$ cat src/rtl/mem_pkg.sv
// Shared definitions for the MEM-stage SRAM responder: op codes, FSM state
// encoding, byte-lane indices and op classification helpers.
package mem_pkg;

  localparam logic [7:0] MEM_NOP = 8'h00;
  localparam logic [7:0] MEM_LB  = 8'h01;
  localparam logic [7:0] MEM_LW  = 8'h02;
  localparam logic [7:0] MEM_SB  = 8'h03;
  localparam logic [7:0] MEM_SW  = 8'h04;

  typedef enum logic [1:0] {
    IDLE   = 2'd0,
    ACCESS = 2'd1,
    DONE   = 2'd2
  } state_e;

  localparam logic [1:0] LANE0 = 2'd0;
  localparam logic [1:0] LANE1 = 2'd1;
  localparam logic [1:0] LANE2 = 2'd2;
  localparam logic [1:0] LANE3 = 2'd3;

  // Unknown op codes classify as neither load nor store, i.e. behave as NOP.
  function automatic logic is_load(input logic [7:0] op);
    return (op == MEM_LB) || (op == MEM_LW);
  endfunction

  function automatic logic is_store(input logic [7:0] op);
    return (op == MEM_SB) || (op == MEM_SW);
  endfunction

  function automatic logic is_word(input logic [7:0] op);
    return (op == MEM_LW) || (op == MEM_SW);
  endfunction

endpackage

$ cat src/rtl/mem_access_if.sv
// Asynchronous-SRAM bus: the controller drives strobes/address/data through
// the master modport, the memory (or its model) uses the slave modport.
interface mem_access_if #(
  parameter int ADDR_W = 20
);
  logic              sram_ce_n;
  logic              sram_oe_n;
  logic              sram_we_n;
  logic [3:0]        sram_be_n;
  logic [ADDR_W-1:0] sram_addr;
  logic [31:0]       sram_wdata;
  logic [31:0]       sram_rdata;
  logic              sram_wdata_oe;

  modport master (
    output sram_ce_n, sram_oe_n, sram_we_n, sram_be_n,
    output sram_addr, sram_wdata, sram_wdata_oe,
    input  sram_rdata
  );

  modport slave (
    input  sram_ce_n, sram_oe_n, sram_we_n, sram_be_n,
    input  sram_addr, sram_wdata, sram_wdata_oe,
    output sram_rdata
  );
endinterface

$ cat src/rtl/mem_byte_lane.sv
// Combinational little-endian lane logic: byte select + sign extension for
// LB, single-lane byte enable and byte replication for SB, full word otherwise.
module mem_byte_lane
  import mem_pkg::*;
(
  input  logic [7:0]  op_i,
  input  logic [1:0]  lane_i,
  input  logic [31:0] rdata_i,
  input  logic [31:0] store_data_i,
  output logic [31:0] load_data_o,
  output logic [31:0] store_wdata_o,
  output logic [3:0]  be_n_o
);

  logic [7:0] byte_sel;
  logic [3:0] lane_hit;

  for (genvar gi = 0; gi < 4; gi++) begin : g_lane
    assign lane_hit[gi] = (lane_i == 2'(gi));
  end

  always_comb begin
    byte_sel = rdata_i[7:0];
    case (lane_i)
      LANE0: byte_sel = rdata_i[7:0];
      LANE1: byte_sel = rdata_i[15:8];
      LANE2: byte_sel = rdata_i[23:16];
      LANE3: byte_sel = rdata_i[31:24];
      default: byte_sel = rdata_i[7:0];
    endcase
  end

  always_comb begin
    load_data_o   = rdata_i;
    store_wdata_o = store_data_i;
    be_n_o        = 4'hF;
    if (op_i == MEM_LB) begin
      load_data_o = {{24{byte_sel[7]}}, byte_sel};
      be_n_o      = ~lane_hit;
    end else if (op_i == MEM_SB) begin
      store_wdata_o = {4{store_data_i[7:0]}};
      be_n_o        = ~lane_hit;
    end else if (is_word(op_i)) begin
      be_n_o = 4'h0;
    end
  end

endmodule

$ cat src/rtl/mem_access.sv
// MEM-stage responder: fixed wait-state SRAM access that stalls the pipeline.
// Optional MEM_ALIGN_CHECK_EN adds addr_err and rejects misaligned LW/SW.
module mem_access
  import mem_pkg::*;
#(
  parameter int WAIT_CYCLES = 2,
  parameter int ADDR_W      = 20
) (
  input  logic        clk,
  input  logic        rst,
  input  logic [7:0]  mem_op_i,
  input  logic [31:0] mem_addr_i,
  input  logic [31:0] mem_data_i,
  input  logic [31:0] wdata_i,
  input  logic [4:0]  waddr_i,
  input  logic        we_i,
  output logic [31:0] wdata_o,
  output logic [4:0]  waddr_o,
  output logic        we_o,
  output logic        stall_req,
`ifdef MEM_ALIGN_CHECK_EN
  output logic        addr_err,
`endif
  mem_access_if.master sram
);

  localparam logic [3:0] CNT_LAST = 4'(WAIT_CYCLES - 1);

  state_e            state_q, state_d;
  logic [3:0]        cnt_q;
  logic [31:0]       load_q;
  logic              ce_n_q, oe_n_q, we_n_q, wdata_oe_q;
  logic [3:0]        be_n_q;
  logic [ADDR_W-1:0] addr_q;
  logic [31:0]       wdata_q;

  logic [31:0] lane_load, lane_wdata;
  logic [3:0]  lane_be_n;
  logic        op_load, op_store, op_mem, misalign, start;
  logic        unused_addr_bits;

  assign op_load  = is_load(mem_op_i);
  assign op_store = is_store(mem_op_i);
  assign op_mem   = op_load || op_store;
  assign unused_addr_bits = ^mem_addr_i[31:ADDR_W+2];

`ifdef MEM_ALIGN_CHECK_EN
  assign misalign = is_word(mem_op_i) && (mem_addr_i[1:0] != 2'b00);
  assign addr_err = rst && (state_q == IDLE) && misalign;
`else
  assign misalign = 1'b0;
`endif

  assign start = (state_q == IDLE) && op_mem && !misalign;

  mem_byte_lane u_lane (
    .op_i          (mem_op_i),
    .lane_i        (mem_addr_i[1:0]),
    .rdata_i       (sram.sram_rdata),
    .store_data_i  (mem_data_i),
    .load_data_o   (lane_load),
    .store_wdata_o (lane_wdata),
    .be_n_o        (lane_be_n)
  );

  always_comb begin
    state_d   = state_q;
    wdata_o   = wdata_i;
    waddr_o   = waddr_i;
    we_o      = we_i;
    stall_req = 1'b0;
    case (state_q)
      IDLE: begin
        if (op_mem) begin
          we_o      = 1'b0;
          stall_req = !misalign;
          if (!misalign) state_d = ACCESS;
        end
      end
      ACCESS: begin
        we_o      = 1'b0;
        stall_req = 1'b1;
        if (cnt_q == CNT_LAST) state_d = DONE;
      end
      DONE: begin
        if (op_load) wdata_o = load_q;
        state_d = IDLE;
      end
      default: state_d = IDLE;
    endcase
    if (!rst) begin
      wdata_o   = '0;
      waddr_o   = '0;
      we_o      = 1'b0;
      stall_req = 1'b0;
    end
  end

  // Strobes are registered so the SRAM never sees combinational glitches.
  always_ff @(posedge clk or negedge rst) begin
    if (!rst) begin
      state_q    <= IDLE;
      cnt_q      <= '0;
      load_q     <= '0;
      ce_n_q     <= 1'b1;
      oe_n_q     <= 1'b1;
      we_n_q     <= 1'b1;
      be_n_q     <= 4'hF;
      addr_q     <= '0;
      wdata_q    <= '0;
      wdata_oe_q <= 1'b0;
    end else begin
      state_q <= state_d;
      case (state_q)
        IDLE: begin
          if (start) begin
            cnt_q      <= '0;
            ce_n_q     <= 1'b0;
            oe_n_q     <= !op_load;
            we_n_q     <= !op_store;
            be_n_q     <= lane_be_n;
            addr_q     <= mem_addr_i[ADDR_W+1:2];
            wdata_q    <= lane_wdata;
            wdata_oe_q <= op_store;
          end
        end
        ACCESS: begin
          cnt_q <= cnt_q + 4'd1;
          if (cnt_q == CNT_LAST) begin
            if (op_load) load_q <= lane_load;
            ce_n_q     <= 1'b1;
            oe_n_q     <= 1'b1;
            we_n_q     <= 1'b1;
            be_n_q     <= 4'hF;
            wdata_oe_q <= 1'b0;
          end
        end
        default: ;
      endcase
    end
  end

  assign sram.sram_ce_n     = ce_n_q;
  assign sram.sram_oe_n     = oe_n_q;
  assign sram.sram_we_n     = we_n_q;
  assign sram.sram_be_n     = be_n_q;
  assign sram.sram_addr     = addr_q;
  assign sram.sram_wdata    = wdata_q;
  assign sram.sram_wdata_oe = wdata_oe_q;

endmodule

$ cat src/flat_wrapper.sv
// flat-port wrapper written by rule: the top's interface ports become plain ports
module mem_access_flat import mem_pkg::*;
#(
  parameter int WAIT_CYCLES = 2,
  parameter int ADDR_W      = 20
)
  (clk, rst, mem_op_i, mem_addr_i, mem_data_i, wdata_i, waddr_i, we_i, wdata_o, waddr_o, we_o, stall_req, sram_sram_ce_n, sram_sram_oe_n, sram_sram_we_n, sram_sram_be_n, sram_sram_addr, sram_sram_wdata, sram_sram_wdata_oe, sram_sram_rdata);
  mem_access_if #(.ADDR_W(ADDR_W)) sram_i ();
  input  logic clk;
  input  logic rst;
  input  logic [7:0] mem_op_i;
  input  logic [31:0] mem_addr_i;
  input  logic [31:0] mem_data_i;
  input  logic [31:0] wdata_i;
  input  logic [4:0] waddr_i;
  input  logic we_i;
  output logic [31:0] wdata_o;
  output logic [4:0] waddr_o;
  output logic we_o;
  output logic stall_req;
  output wire logic [$bits(sram_i.sram_ce_n)-1:0] sram_sram_ce_n;
  output wire logic [$bits(sram_i.sram_oe_n)-1:0] sram_sram_oe_n;
  output wire logic [$bits(sram_i.sram_we_n)-1:0] sram_sram_we_n;
  output wire logic [$bits(sram_i.sram_be_n)-1:0] sram_sram_be_n;
  output wire logic [$bits(sram_i.sram_addr)-1:0] sram_sram_addr;
  output wire logic [$bits(sram_i.sram_wdata)-1:0] sram_sram_wdata;
  output wire logic [$bits(sram_i.sram_wdata_oe)-1:0] sram_sram_wdata_oe;
  input wire logic [$bits(sram_i.sram_rdata)-1:0] sram_sram_rdata;
  assign sram_sram_ce_n = sram_i.sram_ce_n;
  assign sram_sram_oe_n = sram_i.sram_oe_n;
  assign sram_sram_we_n = sram_i.sram_we_n;
  assign sram_sram_be_n = sram_i.sram_be_n;
  assign sram_sram_addr = sram_i.sram_addr;
  assign sram_sram_wdata = sram_i.sram_wdata;
  assign sram_sram_wdata_oe = sram_i.sram_wdata_oe;
  assign sram_i.sram_rdata = sram_sram_rdata;
  mem_access #(.WAIT_CYCLES(WAIT_CYCLES), .ADDR_W(ADDR_W)) u_core (.clk(clk), .rst(rst), .mem_op_i(mem_op_i), .mem_addr_i(mem_addr_i), .mem_data_i(mem_data_i), .wdata_i(wdata_i), .waddr_i(waddr_i), .we_i(we_i), .wdata_o(wdata_o), .waddr_o(waddr_o), .we_o(we_o), .stall_req(stall_req), .sram(sram_i));
endmodule
$ cat config.mk
export PLATFORM = sky130hd
export DESIGN_NAME = mem_access_flat
export DESIGN_NICKNAME = d
export VERILOG_FILES = /design/src/rtl/mem_pkg.sv /design/src/rtl/mem_access_if.sv /design/src/rtl/mem_byte_lane.sv /design/src/rtl/mem_access.sv /design/src/flat_wrapper.sv
export SDC_FILE = /design/constraint.sdc
export NUM_CORES = 1
export LEC_CHECK = 0
export CELL_PAD_IN_SITES_DETAIL_PLACEMENT = 1
export CELL_PAD_IN_SITES_GLOBAL_PLACEMENT = 2
export CORE_MARGIN = 8
export CORE_UTILIZATION = 25
export DETAILED_ROUTE_END_ITERATION = 8
export PLACE_DENSITY = 0.95
export RECOVER_POWER = 100
export SETUP_SLACK_MARGIN = 0.1
export SYNTH_ARGS = -nofsm -noshare
export SYNTH_HDL_FRONTEND = slang
export SYNTH_SLANG_ARGS = --single-unit
$ cat constraint.sdc
create_clock -name clk -period 3.25 [get_ports clk]
set_input_delay 0.325 -clock clk [delete_from_list [all_inputs] [get_ports clk]]
set_output_delay 0.325 -clock clk [all_outputs]
set_load 0.005 [all_outputs]
# Word level (Yosys, flattened, before mapping)
# Cells that the tools add are included.
# op_classes
n_addsub	1
eq_ne	13
n_mux	35
bitwise_logic	1
reduce_logical	15
# ops
op	n
$mux 32	6
$pmux 8 s4	1
$mux 4	6
$eq 8x2->1 const B	2
$pmux 4 s2	2
$pmux 1 s2	6
$mux 1	10
$eq 8x1->1 const B	1
$eq 8x3->1 const B	1
$eq 2x2->1 const B	3
$ne 2x1->1 const B	3
$reduce_and 2->1	3
$reduce_and 3->1	2
$mux 5	1
$add 4x1->4 const B	1
$eq 2x1->1 const B	2
$eq 4x1->1 const B	1
$logic_not 2->1	2
$logic_or 1x1->1	4
$mux 2	2
$not 4->4	1
$pmux 2 s2	1
$logic_not 1->1	2
$reduce_bool 2->1	1
$logic_and 1x1->1	1
# totals
reg_bits	98
in_bits	144
out_inout_bits	99
elab_cells	75

# Longest topological paths before layout
# Gate-level depths: netlist of the first run.
# depth
word_depth	7
ltp_mapped	9

# By module
# Synthesis of the first run repeated with hierarchy kept, for this count alone.
# hier_totals
hier_cells	492
area_unflattened_um2	5864.4
# modules_own_cells
module	instances	cells_per_inst	area_each_um2	seq_area_each_um2
mem_access	1	378	4838.4	2461.1
mem_byte_lane	1	114	1026.0	0.0

# Least setup slack after synthesis of the first run
# No wires, ideal clock.
# synth_path
path_type	input to output
start	in mem_op_i[5]
end	out wdata_o[10]
t_arrival_ns	2.174
t_required_ns	2.925
path_slack_ns	0.751
stages	6
n_path_buf	2
path_cell_list	or4_4 -> buf_6 -> or3_4 -> nor4b_4 -> buf_6 -> mux2i_1
# synth_via
elab_chain_cells	5
# synth_lines
element	line	rtl
from (decl)	flat_wrapper.sv:11	input logic [7:0] mem_op_i;
$eq 8x1->1 / $eq 8x2->1 (equally long branches)	mem_pkg.sv:24	return (op == MEM_LB) || (op == MEM_LW);
$logic_or 1x1->1 (*)	mem_pkg.sv:24	
$mux 32 (*)	mem_access.sv:86	if (op_load) wdata_o = load_q;
$mux 32 (*)	mem_access.sv:72	case (state_q)
$mux 32 (*)	mem_access.sv:91	if (!rst) begin
to (decl)	flat_wrapper.sv:17	output logic [31:0] wdata_o;
# Every way passes the cells marked *; elsewhere a longest branch is shown, timed or not.

# Worst setup path in the final report of the first run
# layout_path
start	in mem_op_i[5]
end	out wdata_o[4]
# The elaborated chain is that of the path after synthesis.

==> flow_summary.ini, run 1 <==
[status]
status = finished, violations left
violations = max-capacitance violations, max-slew violations

[synth]
seq_area_frac_synth = 0.481
syn_inst = 568
ys_seq_elements = 98
yosysUniqueCellTypes = 50
syn_avg_cell_area_um2 = 9.01
yosys-top-cells-area = dfrtp_1, nand2_1, mux2i_1
synth_top_area_frac = 0.445
yosys_warnings = 0
synth_area_mm2 = 0.00512
async_flop_share = 1.00
yosys.area.top_type = dfrtp_1
synthFlopType = dfrtp_1
synth_edf_count = 0
syn_nets = 714

[final_layout]
utilization = 0.398
final_common_cell = nand2_1
fin_nets = 939
drive_gt1_frac = 0.0777
final_cell_mix = nand2_1, clkdlybuf4s50_1, dfrtp_1
syn_to_final_growth_pct = 56.8
num_antenna_cells = 0
nFillCells = 2371

[setup_path]
critPathMostFrequentCell = buf_6
slowest_stage = or4_4
critPathCaptureType = output port
crit_type = input pin to output port
arrival_ps = 2800
path_cells = clkdlybuf4s50_1 > or4_4 > or3_4 > nor4b_4 > buf_6 > buf_6 > buf_16 > mux2i_1 > clkdlybuf4s25_1
path_buf_inv = 5
cp-start-kind = input pin
reg2reg_depth = 5
required_ps = 2920
cp_top_family = simple AND/OR/NAND/NOR gates
worst-path-stages = 9
max_stage_delay_ps = 560
critical_path_peak_fanout = 8

[global_route]
grt_max_degree = 99
grt_usage = 0.156
grt_pass1_wl_um = 31500
grt_pass1_vias = 5348
grt_antenna_before_repair = 1
grt_overflow = 0

[timing]
slew_headroom = -0.289
slew_viol_final = 68
fin_skew_ps = 7.22
rsz0062_at_grt = true
period_minus_slack_ps = 3120
hold_viol = 0
worstMarginPinSlew_ps = 1930
final-setup-viol-count = 0
finalCritPeriodShare = 0.960
fin_tns_setup_ps = 0
fmax_mhz = 320

[clock_tree]
cts_hold_buf = 0
cts_tree = yes
cts_inserted_buffers = 9
clk_path_buf_depth = 2
cts.htree.levels = 3
cts.sink_count = 98
worstSkewPairLatency_ps = 350
cts_root_buf = clkbuf_16
clkTransAtPathRegs_ps = 70

[power_and_ir_drop]
total_leakage_power_nw = 3.67
ir_drop_uv = 262
p_per_area_mw_per_mm2 = 455

[die]
die_w_um = 159
core_area_mm2 = 0.0202
die_area_mm2 = 0.0253
io_pins = 243
die_h_um = 159
start_util = 0.254
rows = 52

[flow_run]
max-cap-violations = 2

[drt]
drt_iter0_drc = 186
num_vias = 4954
wire_per_inst_um = 18.5
ant_nets = 0
drcViolationCount = 0
via_per_inst = 4.64
wirelength_um = 19800
drtPass1Iterations = 8

[place]
portBuffers = 232
gp_congestion = 0.766
hpwl_um = 14700

[worst_hold_path]
hold_path_class = input pin to async pin
## sequential cells by signal, summed over array words and instances, names as in the netlist
signal,cells
u_core.state_q,2
u_core.sram.sram_wdata_oe,1
u_core.sram.sram_be_n,4
u_core.load_q,32
u_core.cnt_q,4
u_core.sram.sram_addr,20
u_core.sram.sram_oe_n,1
u_core.sram.sram_ce_n,1
u_core.sram.sram_we_n,1
u_core.sram.sram_wdata,32
## where the power goes
group / internal (W) / total (W) / leakage, nW / switching (W)
Combinational: 0.000540 / 0.000926 / 2.26 / 0.000386
Sequential: 0.00143 / 0.00155 / 1.26 / 0.000114
Clock: 0.000679 / 0.00118 / 0.153 / 0.000500
Total: 0.00265 / 0.00365 / 3.67 / 0.00100
## repair_timing
action,CTS,global route
pin swaps,1,1
setup endpoints to repair,32,25
setup buffers,3,1
gates resized for setup,62,11
gates cloned,3,0
## routing by layer
metal | vias up | global-route usage | part of all wire | wire, um
met5 | - | 0 | 0.00081 | 16
met4 | 2 | 0.0352 | 0.014 | 270
met3 | 17 | 0.0618 | 0.077 | 1510
met2 | 165 | 0.260 | 0.48 | 9420
met1 | 2396 | 0.187 | 0.43 | 8560
li1 | 2374 | - | - | -
## cells in the mapped netlist, types with 2 or more instances
| library cell | n |
|---|---|
| mux2_2 | 7 |
| o22ai_1 | 2 |
| or3_1 | 2 |
| a21oi_1 | 26 |
| nand3b_1 | 3 |
| buf_6 | 4 |
| clkbuf_1 | 31 |
| nor2b_1 | 2 |
| ha_1 | 2 |
| nand2_1 | 189 |
| o21ai_1 | 6 |
| mux2i_1 | 47 |
| a2bb2oi_1 | 25 |
| nand2b_1 | 4 |
| nor4_1 | 9 |
| nor2_1 | 5 |
| o21bai_1 | 2 |
| inv_1 | 18 |
| a22o_1 | 7 |
| a31oi_1 | 4 |
| nor3_1 | 6 |
| nand3_1 | 3 |
| and2_1 | 8 |
| buf_1 | 2 |
| o21ai_0 | 28 |
| buf_2 | 6 |
| dfstp_2 | 7 |
| dfrtp_1 | 91 |
## final cells by class
class / count / area, um^2 / area share
tap: 270 / 338 / 0.0421
sequential: 98 / 2460 / 0.307
inverter: 19 / 71.3 / 0.00889
timing repair buffer: 257 / 2450 / 0.306
clock inverter: 6 / 90.1 / 0.0112
clock buffer: 10 / 229 / 0.0285
multi-input combinational: 408 / 2380 / 0.297
## final timing paths
kind                                                from  slack [ps]                        to
worst max-delay path                         mem_op_i[5]         130                wdata_o[4]
worst min-delay path                                 rst           8          u_core.load_q[0]
worst max register to register         u_core.state_q[0]         640  u_core.sram.sram_be_n[2]
worst min register to register  u_core.sram.sram_addr[9]         460  u_core.sram.sram_addr[9]
max in group asynchronous                            rst         980  u_core.sram.sram_addr[6]
min in group clk                u_core.sram.sram_addr[9]         460  u_core.sram.sram_addr[9]
## through the flow
stage | area [um^2] | std cells | power [W] | setup slack [ps] | hold slack (ps)
after floorplan | 5120 | 568 | 0.00188 | 751 | 29.4
after global placement | 7760 | 1046 | 0.00258 | -44.0 | 390
after detailed placement | 7760 | 1046 | 0.00263 | -80.8 | 410
after CTS | 8130 | 1068 | 0.00382 | 125 | 28.4
after global routing | 8020 | 1068 | 0.00388 | 37.5 | 54.1
final | 8020 | 1068 | 0.00365 | 129 | 7.61
## cells by family after synthesis
family                     count (synthesis)  share of synthesized area
xor gates and xnor gates                   2                    0.00342
buffers and inverters                     62                     0.0528
adders and majority gates                  2                    0.00489
muxes                                     55                      0.112
and+or+nand+nor                          242                      0.209
AOI/OAI and AO/OA                        107                      0.137
DFF                                       98                      0.481
Power figures use the tool's default switching activity.
==> run 2: changes to the inputs <==
Settings changed: CAP_MARGIN from default to 20, PLACE_DENSITY 0.95 to 0.93.
==> flow_summary.ini, run 2 (synthesized netlist as in run 1, its figures left out) <==
[status]
status = completed

[place]
dp.cells = 1048
gp_congestion = 0.748
placed_cell_area_mm2 = 0.00780
hpwl_um = 14800
portBuffers = 232

[die]
die_h_um = 159
die_w_um = 159
start_util = 0.254
die_area_mm2 = 0.0253
rows = 52
core_area_mm2 = 0.0202
io_pins = 243

[power_and_ir_drop]
power.share.clock = 0.312
ir_drop_uv = 215
switching_share = 0.273
total_power_w = 0.00360
p_per_area_mw_per_mm2 = 447
total_leakage_power_nw = 3.69
combPwrFrac = 0.259
p_switching_w = 0.000982
p_int_w = 0.00261
p_seq_frac = 0.429

[timing]
final-setup-viol-count = 0
slew_headroom = 0.164
fin_tns_setup_ps = 0
period_minus_slack_ps = 3120
slew_viol_final = 0
rsz0062_at_grt = true
fin_skew_ps = 9.96
hold_viol = 0
fmax_mhz = 320
finalCritPeriodShare = 0.960
worstMarginPinSlew_ps = 1250

[final_layout]
final_cell_mix = nand2_1, clkdlybuf4s50_1, dfrtp_1
drive_gt1_frac = 0.0827
syn_to_final_growth_pct = 57.3
fin_nets = 939
final_cell_count_no_fill = 1068
final_area_mm2 = 0.00805
utilization = 0.399
final_common_cell = nand2_1
num_antenna_cells = 0

[global_route]
grt_pass1_wl_um = 31000
grt_antenna_before_repair = 2
grt_max_degree = 65
grt_overflow = 0
grt_usage = 0.153
grt_pass1_vias = 5491

[drt]
num_vias = 4929
drcViolationCount = 0
wirelength_um = 19400
wire_per_inst_um = 18.2
via_per_inst = 4.62
drt_iter0_drc = 211
drtPass1Iterations = 4
ant_nets = 0

[setup_path]
r2r_start = u_core.state_q[0]
cp-start-kind = input pin
arrival_ps = 2800
crit_type = input pin to output port
required_ps = 2920
critical_path_peak_fanout = 5
slowest_stage = or4_4
max_stage_delay_ps = 510
setup.worst_path.start = mem_op_i[7]
critPathCaptureType = output port
path_cells = clkdlybuf4s50_1 > or4_4 > or3_4 > nor4b_4 > buf_4 > buf_6 > buf_12 > mux2i_2 > clkbuf_1
path_buf_inv = 5
cp_top_family = simple AND/OR/NAND/NOR gates

[clock_tree]
cts_root_buf = clkbuf_16
worstSkewPairLatency_ps = 350
clk_path_buf_depth = 2
cts.sink_count = 98
cts_inserted_buffers = 9
cts.htree.levels = 3
clkTransAtPathRegs_ps = 70
cts_tree = yes

[flow_run]
max-cap-violations = 0

[worst_hold_path]
hold_path_class = register to register
hp-start = u_core.sram.sram_addr[2]
[run 2: cell count changes in the layout (fill, tap and decap cells not counted), sizes merged, moves of 2 or more]
| cell | before | now |
|---|---|---|
| clkdlybuf4s25 | 2 | 0 |
| dlygate4sd3 | 63 | 65 |
| dlygate4sd2 | 20 | 18 |
| clkdlybuf4s15 | 0 | 2 |
| clkdlybuf4s50 | 136 | 133 |
| dlymetal6s2s | 0 | 2 |
| buf | 22 | 17 |
| clkbuf | 24 | 32 |
[run 2: worst min-delay path: stages, from the launching register on]
cell and delay, ps:
dfrtp_1 340, nand2_1 50, nand2_1 50
[run 2: final cells by class]
cell class	count	area (um^2)
Clock buffer	12	256
Clock inverter	4	51.3
Fill cell	2375	12100
Inverter	19	71.3
Multi-Input combinational cell	408	2390
Sequential cell	98	2460
Tap cell	270	338
Timing Repair Buffer	257	2480
[run 2: per-stage QoR]
stage	hold slack (ps)	worst slack (ps)
after global placement	280	-80.3
after floorplan	29.4	751
final	459	129
after CTS	468	101
after detailed placement	282	-93.7
after global routing	470	33.1
[run 2: final timing paths]
| kind | cells after the start | end | slack (ps) |
|---|---|---|---|
| min | 2 | u_core.sram.sram_addr[2] | 460 |
| min reg2reg | 2 | u_core.sram.sram_addr[2] | 460 |
| max | 9 | wdata_o[8] | 130 |
| max reg2reg | 5 | u_core.sram.sram_wdata[26] | 670 |
| max in group asynchronous | 3 | u_core.sram.sram_addr[0] | 1170 |
| min in group asynchronous | 2 | u_core.load_q[0] | 520 |
[run 2: power groups by stage]
stage	registers (W)	clock network, W	logic (W)
3_3_place_gp	0.00157	0	0.00102
2_1_floorplan	0.00158	0	0.000295
6_report	0.00154	0.00112	0.000932
5_1_grt	0.00158	0.00120	0.00104
3_5_place_dp	0.00158	0	0.00105
4_1_cts	0.00155	0.00117	0.00104
[run 2: timing repair]
| action | CTS | global route |
|---|---|---|
| gates resized for setup | 44 | 26 |
| pin swaps | 0 | 3 |
| hold buffers | 1 | 0 |
| endpoints found under the setup margin | 33 | 11 |
| buffers inserted | 1 | 1 |
| cloned | 0 | 1 |
| endpoints found under the hold margin | 15 | 0 |
[run 2: layer usage]
metal / up-vias / global-route usage / wire length, um
li1: 2372 / - / -
met1: 2387 / 0.184 / 8590
met2: 150 / 0.257 / 9290
met3: 16 / 0.0543 / 1330
met4: 4 / 0.0326 / 192
met5: - / 0 / 27
==> run 3: changes to the inputs <==
Settings changed: GPL_ROUTABILITY_DRIVEN from default to 0.
==> results of run 3 <==
No change in the layout: final DEF, timing and power equal those of run 2.
